File: config.mk
export PLATFORM = sky130hd
export DESIGN_NAME = pipe_decoder_tree_flat
export DESIGN_NICKNAME = d
export VERILOG_FILES = /design/src/rtl/pipe_decoder_tree_pkg.sv /design/src/rtl/pipe_decoder_tree_if.sv /design/src/rtl/pipe_decoder_tree_stage.sv /design/src/rtl/pipe_decoder_tree.sv /design/src/flat_wrapper.sv
export SDC_FILE = /design/constraint.sdc
export NUM_CORES = 1
export LEC_CHECK = 0
export CAP_MARGIN = 20
export CORE_MARGIN = 4
export CORE_UTILIZATION = 50
export CTS_CLUSTER_SIZE = 30
export DETAILED_ROUTE_END_ITERATION = 10
export GPL_TIMING_DRIVEN = 0
export PLACE_DENSITY = 0.84
export SYNTH_ARGS = -nofsm -noshare
export SYNTH_HDL_FRONTEND = slang
export SYNTH_HIERARCHICAL = 1
export SYNTH_SLANG_ARGS = --single-unit
File: constraint.sdc
create_clock -name clk -period 3 [get_ports clk]
set_input_delay 0.6 -clock clk [delete_from_list [all_inputs] [get_ports clk]]
set_output_delay 0.6 -clock clk [all_outputs]
set_load 0.02 [all_outputs]
File: src/rtl/pipe_decoder_tree_pkg.sv
// Shared mode encodings and sizing helpers for the pipelined decoder tree.
package decoder_pkg;

    localparam logic MODE_ONEHOT = 1'b0;
    localparam logic MODE_ACC    = 1'b1;

    function automatic int levels(input int in_w, input int sub_w);
        return in_w / sub_w;
    endfunction

    // Width of the partial one-hot vector produced by tree level 'stage'.
    function automatic int part_w(input int stage, input int sub_w);
        return 1 << ((stage + 1) * sub_w);
    endfunction

endpackage

File: src/rtl/pipe_decoder_tree_if.sv
// Sample-in / vector-out bundle of the pipelined decoder tree.
interface pipe_decoder_tree_if #(
    parameter int IN_W = 6
);
    localparam int OUT_W = 1 << IN_W;

    logic             decoder_en;
    logic [IN_W-1:0]  decoder_in;
    logic             decoder_mode;
    logic             decoder_clr;
    logic [OUT_W-1:0] decoder_out;
    logic             decoder_valid;
    logic             decoder_dup;

    modport master (
        output decoder_en, decoder_in, decoder_mode, decoder_clr,
        input  decoder_out, decoder_valid, decoder_dup
    );

    modport slave (
        input  decoder_en, decoder_in, decoder_mode, decoder_clr,
        output decoder_out, decoder_valid, decoder_dup
    );
endinterface

File: src/rtl/pipe_decoder_tree_stage.sv
// Enable-gated SUB_W to 2^SUB_W one-hot leaf used at every tree node.
module decoder_stage #(
    parameter int SUB_W = 3
) (
    input  logic                   en,
    input  logic [SUB_W-1:0]       code,
    output logic [(1<<SUB_W)-1:0]  onehot
);
    always_comb begin
        onehot = '0;
        if (en) onehot[code] = 1'b1;
    end
endmodule

File: src/rtl/pipe_decoder_tree.sv
// Pipelined binary-to-one-hot decoder tree with a held accumulate mask at the output.
module pipe_decoder_tree
    import decoder_pkg::*;
#(
    parameter int IN_W  = 6,
    parameter int SUB_W = 3
) (
    input  logic               clk,
    input  logic               rst,
    pipe_decoder_tree_if.slave bus
);
    localparam int LEVELS = levels(IN_W, SUB_W);
    localparam int OUT_W  = 1 << IN_W;
    localparam int NS     = 1 << SUB_W;

    if (SUB_W < 1 || IN_W < SUB_W || (IN_W % SUB_W) != 0) begin : g_param_check
        $error("pipe_decoder_tree: IN_W must be a non-zero multiple of SUB_W");
    end

    // Level k decodes code field k under every set bit of the previous level.
    for (genvar k = 0; k < LEVELS; k++) begin : lvl
        localparam int PW_IN  = (k == 0) ? 1 : part_w(k - 1, SUB_W);
        localparam int PW_OUT = part_w(k, SUB_W);
        localparam int RW_IN  = IN_W - k * SUB_W;

        logic [PW_IN-1:0]  par_in;
        logic [RW_IN-1:0]  rem_in;
        logic              vld_in;
        logic              mode_in;
        logic [PW_OUT-1:0] dec;

        if (k == 0) begin : g_src
            assign par_in  = bus.decoder_en;
            assign rem_in  = bus.decoder_in;
            assign vld_in  = bus.decoder_en;
            assign mode_in = bus.decoder_mode;
        end else begin : g_src
            assign par_in  = lvl[k-1].g_reg.vec_p;
            assign rem_in  = lvl[k-1].g_reg.rem_p;
            assign vld_in  = lvl[k-1].g_reg.vld_p;
            assign mode_in = lvl[k-1].g_reg.mode_p;
        end

        for (genvar j = 0; j < PW_IN; j++) begin : sub
            decoder_stage #(.SUB_W(SUB_W)) u_stage (
                .en     (par_in[j]),
                .code   (rem_in[RW_IN-1 -: SUB_W]),
                .onehot (dec[j*NS +: NS])
            );
        end

        // ---- stage k register boundary (last level feeds the output register) ----
        if (k < LEVELS - 1) begin : g_reg
            logic [PW_OUT-1:0]      vec_p;
            logic [RW_IN-SUB_W-1:0] rem_p;
            logic                   vld_p;
            logic                   mode_p;

            always_ff @(posedge clk) begin
                if (rst) vld_p <= 1'b0;
                else     vld_p <= vld_in;
                vec_p  <= dec;
                rem_p  <= rem_in[RW_IN-SUB_W-1:0];
                mode_p <= mode_in;
            end
        end
    end

    logic [OUT_W-1:0] d;
    logic             v;
    logic             m;
    logic [OUT_W-1:0] out_p;
    logic [OUT_W-1:0] out_nxt;
    logic             valid_p;
    logic             dup_p;
    logic             dup_nxt;
    logic             last_mode;

    assign d = lvl[LEVELS-1].dec;
    assign v = lvl[LEVELS-1].vld_in;
    assign m = lvl[LEVELS-1].mode_in;

    // Clear wins over the held mask but never over a one-hot overwrite.
    always_comb begin
        out_nxt = out_p;
        if (v) begin
            if (m == MODE_ONEHOT || bus.decoder_clr) out_nxt = d;
            else                                     out_nxt = out_p | d;
        end else if (bus.decoder_clr || last_mode == MODE_ONEHOT) begin
            out_nxt = '0;
        end
        dup_nxt = v && (m == MODE_ACC) && !bus.decoder_clr && (|(out_p & d));
    end

    // ---- output stage ----
    always_ff @(posedge clk) begin
        if (rst) begin
            out_p     <= '0;
            valid_p   <= 1'b0;
            dup_p     <= 1'b0;
            last_mode <= MODE_ONEHOT;
        end else begin
            out_p   <= out_nxt;
            valid_p <= v;
            dup_p   <= dup_nxt;
            if (v) last_mode <= m;
        end
    end

    assign bus.decoder_out   = out_p;
    assign bus.decoder_valid = valid_p;
    assign bus.decoder_dup   = dup_p;
endmodule

File: src/flat_wrapper.sv
// flat-port wrapper written by rule: the top's interface ports become plain ports
module pipe_decoder_tree_flat import decoder_pkg::*;
#(
    parameter int IN_W  = 6,
    parameter int SUB_W = 3
)
  (clk, rst, bus_decoder_en, bus_decoder_in, bus_decoder_mode, bus_decoder_clr, bus_decoder_out, bus_decoder_valid, bus_decoder_dup);
  pipe_decoder_tree_if #(.IN_W(IN_W)) bus_i ();
  input  logic clk;
  input  logic rst;
  input wire logic [$bits(bus_i.decoder_en)-1:0] bus_decoder_en;
  input wire logic [$bits(bus_i.decoder_in)-1:0] bus_decoder_in;
  input wire logic [$bits(bus_i.decoder_mode)-1:0] bus_decoder_mode;
  input wire logic [$bits(bus_i.decoder_clr)-1:0] bus_decoder_clr;
  output wire logic [$bits(bus_i.decoder_out)-1:0] bus_decoder_out;
  output wire logic [$bits(bus_i.decoder_valid)-1:0] bus_decoder_valid;
  output wire logic [$bits(bus_i.decoder_dup)-1:0] bus_decoder_dup;
  assign bus_i.decoder_en = bus_decoder_en;
  assign bus_i.decoder_in = bus_decoder_in;
  assign bus_i.decoder_mode = bus_decoder_mode;
  assign bus_i.decoder_clr = bus_decoder_clr;
  assign bus_decoder_out = bus_i.decoder_out;
  assign bus_decoder_valid = bus_i.decoder_valid;
  assign bus_decoder_dup = bus_i.decoder_dup;
  pipe_decoder_tree #(.IN_W(IN_W), .SUB_W(SUB_W)) u_core (.clk(clk), .rst(rst), .bus(bus_i));
endmodule
==> results of run 1 <==
==> routing by layer <==
metal	part of all wire (%)	wire length (µm)	GRT usage [%]
met5	0	0	0
met4	2.8	270	12.1
met3	7.4	708	3.65
met2	46	4440	34.1
met1	44	4180	30.8
==> worst max-delay path, delay by kind of cell, from the launching register on <==
kind | cells | cell delay (ps)
compound gates | 3 | 730
flops | 1 | 1000
simple gates | 3 | 740
==> registers in the layout, indices dropped and copies added, names as in the netlist <==
register,cells
u_core/bus.decoder_out,64
u_core/lvl.g_reg.vec_p,8
u_core/lvl.g_reg.rem_p,3
u_core/bus.decoder_dup,1
u_core/bus.decoder_valid,1
u_core/last_mode,1
u_core/lvl.g_reg.mode_p,1
u_core/lvl.g_reg.vld_p,1
==> metrics by stage <==
stage / area, µm² / power [W] / setup slack, ps
after floorplan: 3480 / 0.00117 / 712
after global placement: 4370 / 0.00122 / -134
after detailed placement: 4390 / 0.00122 / 447
after CTS: 4560 / 0.00191 / 439
after global routing: 4560 / 0.00197 / 284
final: 4560 / 0.00190 / 380
==> power groups by stage <==
stage	combinational [W]	clock, W	sequential (W)
after floorplan	0.0000470	0	0.00112
after global placement	0.0000817	0	0.00113
after detailed placement	0.0000912	0	0.00113
after CTS	0.0000914	0.000718	0.00110
after global routing	0.0000973	0.000764	0.00111
final	0.0000929	0.000706	0.00111
==> layout make-up <==
cell class | count | area share, %
buffer | 13 | 2.22
clock buffer | 12 | 3.40
clock inverter | 3 | 0.384
multi-input combinational | 183 | 39.1
sequential | 80 | 35.2
tap | 96 | 2.63
timing repair buffer | 77 | 17.1
==> kinds of logic (layout without fill, tap and decap cells) <==
kind of cell           after synthesis  in the layout  share of synthesized area, %
AND/OR/NAND/NOR                     85             85                          27.1
multiplexers                         1              1                         0.287
buffers and inverters               13            105                          2.91
AO/OA/AOI/OAI                       97             97                          23.8
flip-flops                          80             80                          46.0
==> worst min path at each step <==
| stage | start | endpoint | depth (start not counted) |
|---|---|---|---|
| final | u_core/bus.decoder_out[41] | u_core/bus.decoder_out[41] | 1 |
| after global routing | u_core/bus.decoder_out[38] | u_core/bus.decoder_out[38] | 1 |
| after CTS | u_core/bus.decoder_out[40] | u_core/bus.decoder_out[40] | 1 |
| after detailed placement | u_core/bus.decoder_out[41] | u_core/bus.decoder_out[41] | 1 |
| after global placement | u_core/bus.decoder_out[57] | u_core/bus.decoder_out[57] | 1 |
| after floorplan | u_core/lvl[0].g_reg.mode_p | u_core/bus.decoder_dup | 2 |
==> placed cells by master (no fill, tap or decap), types with 9 or more instances in the layout <==
| master | Yosys | routed |
|---|---|---|
| a221oi_1 | 9 | 9 |
| a22o_1 | 73 | 73 |
| clkdlybuf4s50_1 | 0 | 76 |
| dfxtp_1 | 80 | 77 |
| and4_2 | 9 | 9 |
| nor4b_2 | 9 | 9 |
| and4b_2 | 19 | 19 |
| a22oi_1 | 14 | 14 |
| and4bb_2 | 11 | 11 |
| and4bb_1 | 16 | 16 |
| clkbuf_8 | 0 | 11 |
==> impl_results.md, run 1 <==
* Hold/Removal Path Class: register to register
* Critical path launch point: u_core/lvl[0].g_reg.rem_p[1]
* Hold_buf cts at 0
* Synth warnings at 6
* Layout cells sized above 1 at 21.5%
* Largest net degree at the start of global routing at 65
* Via-to-Cell Ratio at 6.43
* # setup viols final at 0
* Worst r2r dst: u_core/bus.decoder_dup
* Die height at 91.5 µm
* Final Util at 67.1%
* CTS Sinks at 80
* Reg area at 1610 µm²
* Synth area leader: dfxtp_1
* Power Density at 417 nW/µm²
* Slew @ Worst Pin at 1020 ps
* Port-buffer cells at 76
* Top-area cell type share of the netlist area at 46.0%
* Boundary Pins at 77
* Crit-path max FO at 64
* Final Hold Viols at 0
* Number of flops mapped to enable cells by yosys at 0
* Initial antenna violation count at 0
* Max cap viols at 0
* Initial DRC count at 325
* Total congestion overflow at 0
* Synth async-reset ratio at 0%
* Die X at 91.5 µm
* CTS H-tree depth at 3
* Ys flop type: dfxtp_1
* Clock-pin slew of the registers on the worst-case setup and hold paths at 70 ps
* Net switching power figure at 0.000449 W
* Largest stage delay, worst path at 1000 ps
* Vias post-DR at 2982
* Routed WL at 9610 µm
* Cell area after synthesis at 3480 µm²
* Die area at 8370 µm²
* Cell Rows at 30
* Max_slew headroom at 32.0%
* FILL cells at 526
* Worst vdd ir at 0.000368 V
* Synth top cells by count: dfxtp_1 (80), a22o_1 (73), and4b_2 (19)
* Core ar. at 6790 µm²
* Startpoint class of the critical path: register
* Status: finished, final reports clean
* Reg2reg start: u_core/lvl[0].g_reg.rem_p[1]
* Global-route wire length before repair at 15100 µm
* Number of global-route vias before repair at 2854
* Crit Path Category: register to register
* GRT Total Usage at 22.6%
* DR pass1 iterations at 5
* Combinational share of power at 4.9%
* Critical Path Slowest Stage Cell: dfxtp_2
* RSZ-0062 raised after global routing: false
* Worst r2r path cells at 6
* Fin crit period at 2620 ps
* Area growth syn-to-layout at 30.9%
* Nets at 375
* WP data arrival at 2830 ps
* R2r setup slk at 380 ps
* Inserted Clock Buffers at 9
* Final setup TNS at 0 ps
* Count leader, synth: dfxtp_1
* ANT cells at 0
* Yosys reg bits at 80
* CTS tree: built
* Switching Share at 23.6%
* Worst path cell trace: and4bb_2 -> a22o_1 -> a221oi_1 -> nand4_1 -> nor3_1 -> a21oi_1
* Post-DR wirelength/cell at 20.7 µm
* Clk_lat worst skew at 340 ps
* Post-DP HPWL at 6200 µm
* Multi-input combinational cell area at 1780 µm²
* Clk pwr share at 37.1%
* Reg power frac at 58.1%
* Library cells used by synthesis at 22
* P_leak at 1.71 nW
* Root Buffer: clkbuf_8
* Final worst-path cycle share at 87.3%
* Mapped Cells at 276
* Max-slew violation count at 0
* Setup crit end: u_core/bus.decoder_dup
* Power Internal at 0.00146 W
* Post-DRT Antenna Nets at 0
* Hold Worst Slack at 507 ps
* Top cells by area, synth: dfxtp_1 (46%), a22o_1 (18%), and4b_2 (6.1%)
* CTS resizes at 0
* Final non-filler cell total at 464
* Placed Cells at 449
* Max Freq at 0.382 GHz
* Final GP Congestion at 0.786
* Mean area per synthesized cell at 12.6 µm²
* Worst EP required at 3210 ps
* Residual DRC at 0
* Worst setup EP type: register
* Final Skew at 4.40 ps
* Clock buffer depth at 2
* Seq/Total Area, Yosys at 46.0%
* Initial core utilization at 51.3%
* Setup bufs post-CTS at 0
* Syn nets at 287
Note: power is estimated with default switching activity, not from simulation.
==> run 2, diff against run 1 <==
Settings changed: HOLD_SLACK_MARGIN set to 0.05.
==> results of run 2 <==
No change in the layout: final DEF, timing and power equal those of run 1.
==> run 3, diff against run 2 <==
Clock period 3 ns to 3.01 ns, I/O delays scaled along.
==> results of run 3 <==
The final DEF is identical to that of run 1. Status: finished, final reports clean.
Main changes from that run: setup slack after placement 447 ps -> 457 ps; setup slack after layout 380 ps -> 390 ps; register-to-register setup slack 380 ps -> 390 ps; worst IR drop on VDD 0.000368 V -> 0.000367 V
